===== src/rtl/pipe_stall_ctrl.sv =====
// Pipeline stall/flush controller: turns one-cycle hazard requests into per-stage hold/bubble/flush strobes.
// Optional stall performance counter enabled by defining STALL_PERF_CNT_EN.
module pipe_stall_ctrl #(
   parameter int CNT_W = 3
) (
   input  logic             clk,
   input  logic             rst,
   input  logic             raw_req,
   input  logic [CNT_W-1:0] raw_cycles,
   input  logic             mem_busy,
   input  logic             flush_req,
   output logic             pc_pause,
   output logic             if_id_pause,
   output logic             id_exe_pause,
   output logic             exe_mem_pause,
   output logic             id_exe_bubble,
   output logic             if_id_flush,
   output logic             stall_busy
`ifdef STALL_PERF_CNT_EN
   ,
   output logic [15:0]      perf_stall_cnt
`endif
);

   localparam logic PAUSE_ENABLE  = 1'b1;
   localparam logic PAUSE_DISABLE = 1'b0;

   typedef enum logic [1:0] {
      IDLE     = 2'd0,
      RAW_WAIT = 2'd1,
      MEM_WAIT = 2'd2
   } state_t;

   state_t           state_r, state_s;
   logic [CNT_W-1:0] cnt_r, cnt_s;
   logic             ret_raw_r, ret_raw_s;
   logic             flush_pend_r, flush_pend_s;

   logic             flush_s;
   logic             raw_act_s;
   logic [CNT_W-1:0] raw_n_s;

   assign flush_s = flush_pend_r | flush_req;
   assign raw_n_s = (raw_cycles == {CNT_W{1'b0}}) ? CNT_W'(1) : raw_cycles;
   // RAW stall strobes: new hazard in IDLE, ongoing countdown, or resuming after a memory wait
   assign raw_act_s = ~mem_busy & ~flush_s &
                      (((state_r == IDLE) & raw_req) | (state_r == RAW_WAIT) |
                       ((state_r == MEM_WAIT) & ret_raw_r));

   // State and bookkeeping registers
   always_ff @(posedge clk or posedge rst) begin
      if (rst) begin
         state_r      <= IDLE;
         cnt_r        <= {CNT_W{1'b0}};
         ret_raw_r    <= 1'b0;
         flush_pend_r <= 1'b0;
      end else begin
         state_r      <= state_s;
         cnt_r        <= cnt_s;
         ret_raw_r    <= ret_raw_s;
         flush_pend_r <= flush_pend_s;
      end
   end

   // Next-state logic: memory wait beats flush, flush beats RAW
   always_comb begin
      state_s      = state_r;
      cnt_s        = cnt_r;
      ret_raw_s    = ret_raw_r;
      flush_pend_s = flush_pend_r;
      if (mem_busy) begin
         state_s      = MEM_WAIT;
         ret_raw_s    = (state_r == RAW_WAIT) | ((state_r == MEM_WAIT) & ret_raw_r);
         flush_pend_s = flush_pend_r | flush_req;
      end else begin
         ret_raw_s    = 1'b0;
         flush_pend_s = 1'b0;
         if (flush_s) begin
            state_s = IDLE;
            cnt_s   = {CNT_W{1'b0}};
         end else begin
            case (state_r)
               IDLE: begin
                  if (raw_req) begin
                     cnt_s   = raw_n_s - CNT_W'(1);
                     state_s = (raw_n_s > CNT_W'(1)) ? RAW_WAIT : IDLE;
                  end else begin
                     state_s = IDLE;
                  end
               end
               RAW_WAIT: begin
                  cnt_s   = cnt_r - CNT_W'(1);
                  state_s = (cnt_r == CNT_W'(1)) ? IDLE : RAW_WAIT;
               end
               MEM_WAIT: begin
                  if (ret_raw_r) begin
                     cnt_s   = cnt_r - CNT_W'(1);
                     state_s = (cnt_r == CNT_W'(1)) ? IDLE : RAW_WAIT;
                  end else begin
                     state_s = IDLE;
                  end
               end
               default: begin
                  state_s = IDLE;
                  cnt_s   = {CNT_W{1'b0}};
               end
            endcase
         end
      end
   end

   // Output decode; reset forces everything low without waiting for a clock edge
   always_comb begin
      pc_pause      = PAUSE_DISABLE;
      if_id_pause   = PAUSE_DISABLE;
      id_exe_pause  = PAUSE_DISABLE;
      exe_mem_pause = PAUSE_DISABLE;
      id_exe_bubble = 1'b0;
      if_id_flush   = 1'b0;
      stall_busy    = 1'b0;
      if (rst) begin
         stall_busy = 1'b0;
      end else begin
         stall_busy = (state_r != IDLE);
         if (mem_busy) begin
            pc_pause      = PAUSE_ENABLE;
            if_id_pause   = PAUSE_ENABLE;
            id_exe_pause  = PAUSE_ENABLE;
            exe_mem_pause = PAUSE_ENABLE;
         end else if (flush_s) begin
            if_id_flush   = 1'b1;
            id_exe_bubble = 1'b1;
         end else if (raw_act_s) begin
            pc_pause      = PAUSE_ENABLE;
            if_id_pause   = PAUSE_ENABLE;
            id_exe_bubble = 1'b1;
         end else begin
            id_exe_bubble = 1'b0;
         end
      end
   end

`ifdef STALL_PERF_CNT_EN
   // Saturating count of cycles with the PC held
   always_ff @(posedge clk or posedge rst) begin
      if (rst) begin
         perf_stall_cnt <= 16'd0;
      end else if (pc_pause && (perf_stall_cnt != 16'hFFFF)) begin
         perf_stall_cnt <= perf_stall_cnt + 16'd1;
      end else begin
         perf_stall_cnt <= perf_stall_cnt;
      end
   end
`endif

endmodule

===== config.mk =====
export PLATFORM = sky130hd
export DESIGN_NAME = pipe_stall_ctrl
export DESIGN_NICKNAME = d
export VERILOG_FILES = /design/src/rtl/pipe_stall_ctrl.sv
export SDC_FILE = /design/constraint.sdc
export NUM_CORES = 1
export LEC_CHECK = 0
export BUFFER_PORTS_ARGS = -buffer_cell sky130_fd_sc_hd__buf_4
export CORE_AREA = 4 4 41 43
export CTS_CLUSTER_DIAMETER = 40
export DETAILED_ROUTE_END_ITERATION = 10
export DIE_AREA = 0 0 45 47
export GPL_TIMING_DRIVEN = 0
export PLACE_DENSITY = 0.59
export SLEW_MARGIN = 5
export SYNTH_ARGS = -nofsm -noshare
export SYNTH_HDL_FRONTEND = slang
export SYNTH_SLANG_ARGS = --single-unit

===== constraint.sdc =====
create_clock -name clk -period 2.07 [get_ports clk]
set_input_delay 0.414 -clock clk [delete_from_list [all_inputs] [get_ports clk]]
set_output_delay 0.414 -clock clk [all_outputs]
set_load 0.01 [all_outputs]

Word level (Yosys, flattened, before mapping)
Cells that the tools add are included.
{ "op_classes": {"n_addsub": 2, "eq_ne": 5, "magnitude_cmp": 1, "n_mux": 27, "reduce_logical": 4, "bitwise_logic": 10} }
{ "ops": {"columns": ["cell", "count"], "rows": [
  ["2-to-1 mux 1 bit", 19],
  ["2-to-1 mux 3 bit", 4],
  ["case mux 3 bit (3 select lines)", 1],
  ["!= test 3 bit (second input constant)", 2],
  ["case mux 2 bit (3 select lines)", 1],
  ["subtractor 3 x 1 -> 3 bit (second input constant)", 2],
  ["bitwise AND 1 bit", 4],
  ["2-to-1 mux 2 bit", 2],
  ["bitwise OR 1 bit", 4],
  ["== test 3 x 1 -> 1 bit (second input constant)", 1],
  ["> comparator 3 x 1 -> 1 bit (second input constant)", 1],
  ["zero test 3 bit", 1],
  ["AND reduction 3 bit", 1],
  ["== test 2 x 1 -> 1 bit (second input constant)", 1],
  ["== test 2 bit (second input constant)", 1],
  ["zero test 2 bit", 1],
  ["NOT 1 bit", 2],
  ["nonzero test 2 bit", 1]
]} }
{ "word_totals": {"reg_bits": 7, "inputBits": 8, "out_inout_bits": 7} }

Longest topological paths before layout
{ "depth": {"depth_word": 9, "ltp_mapped": 7} }

Worst setup path before layout
OpenSTA, ideal clock, no wires.
{ "synth_path": {"kind": "register to output", "startpoint": "register state_r[0]", "endpoint": "output port pc_pause", "stages_incl_launch_ff": 8, "path_slack_ps": 405, "path_buffers": 1, "arrival_ps": 1251, "cell_sequence": "dfrtp_1 -> inv_1 -> ha_1 -> nand2_1 -> nand2_1 -> a21oi_1 -> nor2_1 -> buf_4"} }
{ "synth_between": {"elab_chain_len": 9} }
{ "synth_lines": {"columns": ["item", "line", "text"], "rows": [
  ["from (decl)", "34", "state_t state_r, state_s;"],
  ["from (signal assigned)", "58", "state_r <= state_s;"],
  ["zero test 2 bit", "47", "(((state_r == IDLE) & raw_req) | (state_r == RAW_WAIT) |"],
  ["bitwise AND 1 bit", "47", null],
  ["bitwise OR 1 bit", "47", null],
  ["bitwise OR 1 bit (*)", "47", null],
  ["bitwise AND 1 bit (*)", "46", "assign raw_act_s = ~mem_busy & ~flush_s &"],
  ["2-to-1 mux 1 bit (*) (4 in a row)", null, null],
  ["to (decl)", "12", "output logic pc_pause,"]
]} }
Mark *: on every way between the ends. The rest lies on a longest branch, timed or not.

Final worst setup path
{ "layout_path": {"startpoint": "register state_r[1]", "endpoint": "output port pc_pause"} }
{ "layout_between": {"elab_chain_len": 9} }
{ "layout_lines": {"columns": ["item", "line", "text"], "rows": [
  ["zero test 2 bit", "47", null],
  ["bitwise AND 1 bit", "47", null],
  ["bitwise OR 1 bit", "47", null],
  ["bitwise OR 1 bit (*)", "47", null],
  ["bitwise AND 1 bit (*)", "46", null],
  ["2-to-1 mux 1 bit (*)", "133", "end else if (raw_act_s) begin"],
  ["2-to-1 mux 1 bit (*)", "130", "end else if (flush_s) begin"],
  ["2-to-1 mux 1 bit (*)", "125", "if (mem_busy) begin"],
  ["2-to-1 mux 1 bit (*)", "121", "if (rst) begin"]
]} }
Marked as above.

==> impl_metrics.py <==
metrics = {
    "worst_setup_path": {
        "critPathArrivalTime_ps": 1530,
        "crit_slowest_cell": "dfrtp_1",
        "slowest_delay_ps": 400,
        "worst-setup-path-type": "reg -> out",
        "path_delay_family": "flip-flops",
        "start_kind": "register",
        "cp.required_ps": 1660,
        "end_kind": "output pin",
        "crit_buf_inv": 3,
        "critPathMaxFanout": 5,
        "crit_chain": "inv_1 -> ha_2 -> nand2_1 -> nand2_1 -> a21oi_1 -> nor2_1 -> buf_4 -> buf_4",
    },
    "floorplanning": {
        "io_pins": 15,
        "coreArea_um2": 1300,
        "dieWidth_um": 45,
        "start_util_pct": 39.1,
        "rows": 13,
        "fp.dieH_um": 47,
        "dieArea_um2": 2120,
    },
    "sta": {
        "timing.hold.ws_ps": 126,
        "worst_pin_slew_ps": 317,
        "setup_viol": 0,
        "slew_viol_final": 0,
        "hold_viol": 0,
        "max_freq_ghz": 0.514,
        "period_minus_slack_ps": 1950,
        "maxSlewHeadroom_pct": 78.7,
        "clock_skew_ps": 1.16,
        "min_period_over_period_pct": 94.0,
    },
    "routing": {
        "vias": 427,
        "route.detailed.drc": 0,
        "routed_wl_um": 999,
        "drtIter0Drc": 5,
        "dr.pass1.iters": 4,
        "wl_per_cell_um": 11.4,
        "final_antenna_net_count": 0,
        "via_per_inst": 4.85,
    },
    "grt": {
        "antenna_found_initial": 0,
        "grt_use_total_pct": 10.4,
        "grt_max_degree": 10,
        "grt_first_pass_wirelength_um": 1620,
        "grt-ovfl-total": 0,
        "grt_pass1_vias": 430,
    },
    "power_and_ir_drop": {
        "pwr-share-clk_pct": 32.4,
        "p_switching_uw": 95.2,
        "combPwrFrac_pct": 25.8,
        "power_density_nw_per_um2": 530,
        "seqPwrFrac_pct": 41.8,
        "ir_drop_uv": 249,
        "power.internal_uw": 265,
        "totalPowerFinal_uw": 360,
        "leakagePower_uw": 0.000347,
        "swShare_pct": 26.5,
    },
    "synth": {
        "syn_area_um2": 509,
        "syn_nets": 67,
        "ys_warn_count": 0,
        "ys_seq_elements": 7,
        "ys_seq_area_share_pct": 34.4,
        "syn_area_per_cell_um2": 9.61,
        "syn_inst": 53,
        "synth_cell_types": 23,
    },
    "cells_and_area": {
        "seqCellArea_um2": 175,
        "fill_cells": 134,
        "area_growth_pct": 33.4,
        "layout-drive-gt1-share_pct": 41.1,
        "antennaDiodeCount": 0,
        "multi_input_area_um2": 298,
        "nets": 88,
    },
    "placed_design": {
        "hpwl_um": 834,
        "gp_congestion": 0.716,
        "port_buffers": 14,
    },
    "cts": {
        "clock_latency_ps": 240,
        "cts-root-buf": "clkbuf_4",
        "clock-sinks": 7,
        "cts_buffers": 3,
        "clk_path_buf_depth": 2,
        "cts_tree": "yes",
        "ctsHtreeMaxLevel": 1,
        "path_clk_slew_ps": 50,
        "cts_hold_buffers": 0,
    },
    "status": {
        "outcome": "completed",
    },
    "worst_hold_path": {
        "min_path_type": "in -> async",
    },
    "run": {
        "drv_cap": 0,
    },
}
## area by class of cell
class | count | share of cell area [%]
Sequential cell | 7 | 25.8
Multi-Input combinational cell | 37 | 43.8
Timing Repair Buffer | 16 | 17.7
Tap cell | 15 | 2.76
Buffer | 2 | 2.21
Clock buffer | 4 | 3.87
Inverter | 7 | 3.87
## flip-flops by register name, summed over array words and instances, names as in the netlist
register and count:
cnt_r 3, state_r 2, flush_pend_r 1, ret_raw_r 1
## stage by stage
stage	util (%)	std cells	setup WS (ps)	setup TNS, ps	area, um2
4_1_cts	51.2	87	44.5	0	667
2_1_floorplan	-	53	405	0	509
6_report	52.2	88	124	0	679
3_3_place_gp	48.7	82	264	0	633
3_5_place_dp	48.7	82	250	0	633
5_1_grt	52.2	88	-6.63	-6.63	679
## cell usage after synthesis
master | number | share of area, %
ha_1 | 6 | 15
a21oi_1 | 3 | 2.9
inv_1 | 6 | 4.4
nand2_1 | 2 | 1.5
o211a_1 | 1 | 2.0
xor2_1 | 1 | 1.7
o2bb2ai_1 | 2 | 3.4
and3_1 | 1 | 1.2
a21oi_2 | 1 | 1.7
buf_4 | 2 | 2.9
nor3_1 | 2 | 2.0
o22ai_1 | 1 | 1.2
nor4b_2 | 1 | 2.9
nor2_1 | 4 | 2.9
nor2_2 | 1 | 1.2
o2bb2ai_2 | 1 | 2.9
inv_2 | 1 | 0.74
a311oi_1 | 2 | 3.4
o22ai_2 | 1 | 2.5
a21o_1 | 1 | 1.5
nor2b_1 | 5 | 6.1
dfrtp_1 | 7 | 34
nand3b_1 | 1 | 1.5
## layout by cell type (no fill, tap or decap), types with 2 or more instances in the layout
master / Yosys / routed
ha_1: 6 / 4
nor2b_1: 5 / 5
buf_4: 2 / 18
clkbuf_4: 0 / 3
ha_2: 0 / 2
dfrtp_1: 7 / 7
a21oi_1: 3 / 3
nor2_1: 4 / 4
nand2_1: 2 / 2
a311oi_1: 2 / 2
o2bb2ai_1: 2 / 2
inv_1: 6 / 5
inv_2: 1 / 2
nor3_1: 2 / 2
## path summary, 6_finish.rpt
| check | end | startpoint | slack (ps) | cells past startpoint |
|---|---|---|---|---|
| max reg2reg | cnt_r[1] | state_r[1] | 640 | 5 |
| max in group asynchronous | cnt_r[2] | rst | 1750 | 2 |
| max | pc_pause | state_r[1] | 120 | 8 |
| min in group clk | state_r[1] | mem_busy | 340 | 1 |
| min reg2reg | cnt_r[1] | cnt_r[1] | 500 | 1 |
| min | ret_raw_r | rst | 130 | 2 |
## kinds of logic after synthesis
| group | synth area share (%) |
|---|---|
| compound gates | 21.6 |
| xor+xnor | 1.72 |
| fa+ha+maj | 14.7 |
| buf+inv | 8.11 |
| flops | 34.4 |
| simple gates | 19.4 |
## power groups by stage
stage / logic (uW) / registers (uW) / clock network, uW
after global routing: 104 / 151 / 130
after global placement: 91.3 / 152 / 0
after detailed placement: 92.4 / 152 / 0
after CTS: 93.3 / 150 / 123
after floorplan: 55.3 / 151 / 0
final: 92.9 / 150 / 117
## worst reg2reg max path: cells and delay by family (launching register included)
kind            cells  cell delay (ps)
fa+ha+maj           1              280
compound gates      2              400
simple gates        1              140
flops               1              400
buf+inv             1               90
## what timing repair did
action                                 4_1_cts  5_1_grt
setup endpoints to repair                    1        2
resized for setup                            0        3
pin swaps                                    1        0
setup buffers                                1        1
endpoints found under the hold margin        0        0
## per-layer routing
layer	GRT usage, %	vias up	part of all wire (%)
met4	7.02	0	0
met3	1.15	0	3.9
met2	17.5	6	49
li1	-	222	-
met1	12.5	199	47
met5	0	-	0
No activity file was read; power rests on OpenSTA's default activity.
